===== config.mk =====
export PLATFORM = sky130hd
export DESIGN_NAME = event_toggle_tx
export DESIGN_NICKNAME = d
export VERILOG_FILES = /design/src/rtl/event_toggle_tx.sv
export SDC_FILE = /design/constraint.sdc
export NUM_CORES = 1
export LEC_CHECK = 0
export CORE_UTILIZATION = 57
export DETAILED_ROUTE_END_ITERATION = 7
export GPL_TIMING_DRIVEN = 0
export PLACE_DENSITY = 0.94
export SYNTH_ARGS = -nofsm -noshare
export SYNTH_HDL_FRONTEND = slang
export SYNTH_SLANG_ARGS = --single-unit

===== constraint.sdc =====
create_clock -name FIFO_CLK -period 4.5 [get_ports FIFO_CLK]
set_clock_uncertainty 0.15 [all_clocks]
set_input_delay 0.45 -clock FIFO_CLK [delete_from_list [all_inputs] [get_ports FIFO_CLK]]
set_output_delay 0.45 -clock FIFO_CLK [all_outputs]
set_load 0.03 [all_outputs]

===== src/rtl/event_toggle_tx.sv =====
// event_toggle_tx: converts overflow/underflow event pulses into paced toggle levels for a clock-domain crossing.
module event_toggle_tx #(
  parameter int HOLDOFF = 3,
  parameter int CNT_W = 4
) (
  input  logic             FIFO_CLK,
  input  logic             NRST,
  input  logic             FIFO_OVERFLOW_EVT,
  input  logic             FIFO_UNDERFLOW_EVT,
  input  logic             CLR_LOST,
  output logic             FIFO_OVERFLOW,
  output logic             FIFO_UNDERFLOW,
  output logic [CNT_W-1:0] OVF_PENDING,
  output logic [CNT_W-1:0] UDF_PENDING,
  output logic             OVF_LOST,
  output logic             UDF_LOST,
  output logic             BUSY
);
  if (HOLDOFF < 2 || HOLDOFF > 15 || CNT_W < 2 || CNT_W > 8) begin : g_bad_param
    $error("event_toggle_tx: HOLDOFF must be 2..15 and CNT_W 2..8");
  end
  logic [1:0] evt;
  assign evt = {FIFO_UNDERFLOW_EVT, FIFO_OVERFLOW_EVT};
  for (genvar c = 0; c < 2; c++) begin : g_ch
    logic             tog, lost, fire, drop;
    logic [CNT_W-1:0] pend;
    logic [3:0]       hold;
    assign fire = (hold == 4'd0) && (pend != '0 || evt[c]);
    // a saturated counter holds and the event is dropped instead of wrapping
    assign drop = evt[c] && !fire && (&pend);
    always_ff @(posedge FIFO_CLK or negedge NRST) begin
      if (!NRST) begin
        tog  <= 1'b0;
        lost <= 1'b0;
        pend <= '0;
        hold <= 4'd0;
      end else begin
        tog  <= tog ^ fire;
        hold <= fire ? 4'(HOLDOFF) : hold - 4'(hold != 4'd0);
        pend <= drop ? pend : pend + CNT_W'(evt[c]) - CNT_W'(fire);
        lost <= drop | (lost & ~CLR_LOST);
      end
    end
  end
  assign FIFO_OVERFLOW  = g_ch[0].tog;
  assign FIFO_UNDERFLOW = g_ch[1].tog;
  assign OVF_PENDING    = g_ch[0].pend;
  assign UDF_PENDING    = g_ch[1].pend;
  assign OVF_LOST       = g_ch[0].lost;
  assign UDF_LOST       = g_ch[1].lost;
  assign BUSY = |{g_ch[0].pend, g_ch[1].pend, g_ch[0].hold, g_ch[1].hold};
endmodule


Word-level counts from Yosys, hierarchy flattened. Index checks and enable logic that the tools add are counted.

Add/subtract/negate cells: 6. Multiplexer cells: 2. Bitwise gates (word level): 7. Reductions and logical operators: 19.

Operator list (number): 4-bit nonzero test (4); 16-bit OR reduction (1); 4-bit by 1-bit subtractor with 4-bit output (4); 4-bit by 1-bit adder with 4-bit output (2); 4-bit zero test (2); 4-bit 2-to-1 mux (2); 4-bit AND reduction (2); 1-bit logical AND (6); 1-bit AND (2); 1-bit zero test (2); 1-bit logical OR (2); 1-bit OR (2); 1-bit bitwise XOR (2); 1-bit inverter (1).

Register bits: 20. Bits of input ports: 5. Output and inout bits: 13. Logic and storage cells: 42.

Logic depth before layout (Yosys ltp).
Depth in word-level cells: 7. Mapped depth: 11. Mapped depth without buffers: 11.

Worst setup path before layout. No wires, ideal clock.

Path type: reg2reg. Start: register g_ch[0].pend[2] (netlist: OVF_PENDING[2]). End: register g_ch[0].pend[2] (netlist: OVF_PENDING[2]). Library setup time: 129 ps. Arrival: 2254 ps. Data required time: 4221 ps. Setup slack: 1966 ps. Cell stages (with the launch flop): 12. Clock period less this slack: 2534 ps. Path through: dfrtp_1 > inv_1 > ha_1 > nor4b_1 > or3_4 > nand2_1 > ha_1 > inv_1 > fa_1 > xnor2_1 > o21ai_0 > o21ai_0.

Longest elaborated chain between the ends: 6. Elaborated cells between the ends (all ways): 9.

Ends and longest elaborated chain: from (decl) (RTL line 26) `logic [CNT_W-1:0] pend;`; from (signal assigned) (RTL line 40) `pend <= drop ? pend : pend + CNT_W'(evt[c]) - CNT_W'(fire);`; branches (longest 6 deep; another with 4-bit by 1-bit adder with 4-bit output).

Several ways; the timed one is not identified. A chain may end at the register's enable or synchronous reset.

Worst setup path after layout.
Start: register g_ch[1].hold[0]. End: output port BUSY.

Longest elaborated chain between the ends: 1.

Ends and longest elaborated chain: from (decl) (RTL line 27) `logic [3:0] hold;`; from (signal assigned) (RTL line 39) `hold <= fire ? 4'(HOLDOFF) : hold - 4'(hold != 4'd0);`; 16-bit OR reduction (RTL line 51) `assign BUSY = |{g_ch[0].pend, g_ch[1].pend, g_ch[0].hold, g_ch[1].hold};`; to (decl) (RTL line 17) `output logic BUSY`.

Every way passes these cells.

==> summary.md <==
| Metric | Value |
|---|---|
| Max transition margin | 42.8% |
| Vias in the first global route | 868 |
| Maximum VDD drop | 536 µV |
| Initial drt markers | 19 |
| Cell Pwr Density | 850 mW/mm² |
| Initial Util | 60.9% |
| Maximum number of pins on one net before global-route repair | 21 |
| CP Cell Sequence | nor4_4, inv_2, nor4_1, nand4_1, clkdlybuf4s50_1 |
| Post-synth ARST share | 100% |
| Clock H-tree levels | 1 |
| Synth Net Count | 136 |
| First-pass GRT wire length | 3760 µm |
| Hold Path Class | flip-flop to flip-flop |
| MaxCap Viol Count | 0 |
| Port bufs | 17 |
| Post-Synthesis Cells | 115 |
| Clk sinks | 20 |
| Crit path arrival time | 2250 ps |
| Yosys cell types | 25 |
| PnR worst setup slack | 1650 ps |
| Hold slack final | 325 ps |
| Final hold violation count | 0 |
| Slew @ Worst Pin | 855 ps |
| Slowest CP cell | clkdlybuf4s50_1 |
| Leak | 0.669 nW |
| WS Path Type | flip-flop to primary output |
| WL final | 2260 µm |
| Rows | 16 |
| Pre-CTS setup slack | 1720 ps |
| Crit Path Max Fanout | 6 |
| GR Overflow Total | 0 |
| Mapped Avg Cell Area | 10.5 µm² |
| Register area share after synthesis | 41.5% |
| # resized after CTS | 0 |
| Die ar. | 0.00230 mm² |
| Total negative slack | 0 ps |
| Period utilization | 63.4% |
| CP peak stage delay | 610 ps |
| Fmax | 350 MHz |
| Via density per instance | 5.41 |
| # diodes | 0 |
| Crit path launch type | flip-flop |
| CP bufs+invs | 2 |
| Via count | 876 |
| Fin crit period | 2850 ps |
| Worst EP required | 3900 ps |
| CTS Buf Count | 3 |
| RSZ-0062 raised after global routing | false |
| Clock Path Buffers | 2 |
| Layout Nets | 158 |
| WL/cell | 14.0 µm |
| Filler instances | 129 |
| Setup Viol. Count Final | 0 |
| CP endpoint kind | primary output |
| I/O pins | 18 |
| GPL Wtd Cong | 0.764 |
| Post CTS Setup Buffer Count | 0 |
| Pre-antenna DRT Iters | 4 |
| Top-area cell type share of the netlist area | 41.5% |
| Area grow syn2layout | 18.8% |
| Placed instance count | 159 |
| Top post-synthesis cells by area | dfrtp_1 (41%), ha_1 (15%), xnor2_1 (5.8%) |
| Most frequent cells after synthesis | dfrtp_1 (20), inv_1 (17), ha_1 (14), nand2_1 (9), xnor2_1 (8) |
| Dpl hpwl | 1770 µm |
| Most frequent cell after synthesis | dfrtp_1 |
| Hold buffers post-CTS | 0 |
| Top_reg_cell synth | dfrtp_1 |
| Die Y | 48 µm |
| Root buffer cell | clkbuf_4 |
| Initial antenna violation count | 0 |
| Final ANT Viol Nets | 0 |
| Kind of cell adding the most delay to the critical path | simple AND/OR/NAND/NOR gates |
| Die Width | 48 µm |
| Number of synthesized flops with an enable pin | 0 |
| #FFs+latches synth | 20 |
| Clk slew on worst S/H paths | 100 ps |
| Post-Layout Cell Count | 162 |
| TritonCTS clock tree | built |
| Outcome | finished clean |
| Pins over their slew limit | 0 |
| Yosys warning total | 0 |
| Cell taking the most area after synthesis | dfrtp_1 |
| GRT Util Overall | 23.8% |
| Post-Syn Area | 0.00121 mm² |
| Core area | 0.00198 mm² |
| Drt drc | 0 |
| Worst skew pair latency | 300 ps |
| Share of cells above drive strength 1 | 8.15% |
## registers in the layout, summed over array words and instances (netlist names)
| name | count |
|---|---|
| FIFO_OVERFLOW | 1 |
| OVF_PENDING | 4 |
| g_ch.hold | 8 |
| FIFO_UNDERFLOW | 1 |
| UDF_LOST | 1 |
| OVF_LOST | 1 |
| UDF_PENDING | 4 |
## report_power, final
group | leakage, nW | total (mW) | internal (mW) | switching [mW]
Clock | 0.0138 | 0.0821 | 0.0312 | 0.0509
Combinational | 0.416 | 0.749 | 0.356 | 0.393
Sequential | 0.239 | 0.387 | 0.277 | 0.110
## worst reg2reg max path, cell delays in order, from the launching register on
cell,delay (ps)
dfrtp_1,420
nor4_4,360
inv_1,180
or3_4,370
nand2_1,80
ha_1,170
inv_1,60
fa_1,370
xnor2_1,140
o21ai_0,70
o21ai_0,120
## cells in the final DEF, fill, tap and decap left out
cell and count:
nor4_4 2, nor3b_1 2, o21ai_0 6, inv_1 17, nand2_1 9, o21a_1 2, nand2b_1 3, a211o_1 2
or3_4 2, nor4b_1 2, inv_2 1, o2bb2ai_1 2, or2_2 2, a21oi_1 2, xnor2_1 8, clkbuf_4 3
nor4_1 1, nor2b_1 1, ha_1 14, clkdlybuf4s50_1 17, or2b_1 3, nand2_2 1, o22a_1 2, fa_1 2
dfrtp_1 20, nor2_1 6, nand4_1 3
## routing by layer
| metal | global-route usage, % | wire (µm) | up-vias |
|---|---|---|---|
| met5 | 0 | 0 | - |
| met3 | 2.26 | 98 | 5 |
| met1 | 32.1 | 1020 | 418 |
| met2 | 39.2 | 1110 | 28 |
| li1 | - | - | 425 |
| met4 | 10.0 | 40 | 0 |
## stage by stage
stage               util [%]  instance area (µm²)  power (mW)
CTS                     72.3                 1430        1.22
detailed placement      71.1                 1410        1.13
floorplan                  -                 1210       0.904
global route            72.3                 1430        1.33
finish                  72.3                 1430        1.22
global placement        71.1                 1410        1.08
## worst paths after layout
| check | startpoint | cells after the start | slack, ps | to |
|---|---|---|---|---|
| worst max register to register | g_ch[0].hold[0]$_DFF_PN0_ | 10 | 1880 | OVF_PENDING[2]$_DFFE_PN0N_ |
| worst min register to register | FIFO_UNDERFLOW$_DFF_PN0_ | 1 | 320 | FIFO_UNDERFLOW$_DFF_PN0_ |
| worst max-delay path | g_ch[1].hold[0]$_DFF_PN0_ | 5 | 1650 | BUSY |
| min in group asynchronous | NRST | 1 | 480 | g_ch[1].hold[0]$_DFF_PN0_ |
| worst min-delay path | FIFO_UNDERFLOW$_DFF_PN0_ | 1 | 320 | FIFO_UNDERFLOW$_DFF_PN0_ |
| max in group asynchronous | NRST | 1 | 3200 | OVF_PENDING[2]$_DFFE_PN0N_ |
## logic make-up (layout without fill, tap and decap cells)
group	count (synthesis)	in the layout	synth area share (%)
and+or+nand+nor	37	37	20.3
buffers and inverters	18	38	5.60
DFF	20	20	41.5
xor gates and xnor gates	8	8	5.81
AOI/OAI and AO/OA	16	16	8.92
adders and majority gates	16	16	17.8
## final cells by class
type / instances / area, µm² / share of cell area [%]
Clock buffer: 3 / 22.5 / 1.57
Inverter: 18 / 67.6 / 4.72
Multi-Input combinational cell: 77 / 638 / 44.5
Sequential cell: 20 / 500 / 34.9
Tap cell: 27 / 33.8 / 2.36
Timing Repair Buffer: 17 / 170 / 11.9
(Power assumes the default switching activity.)
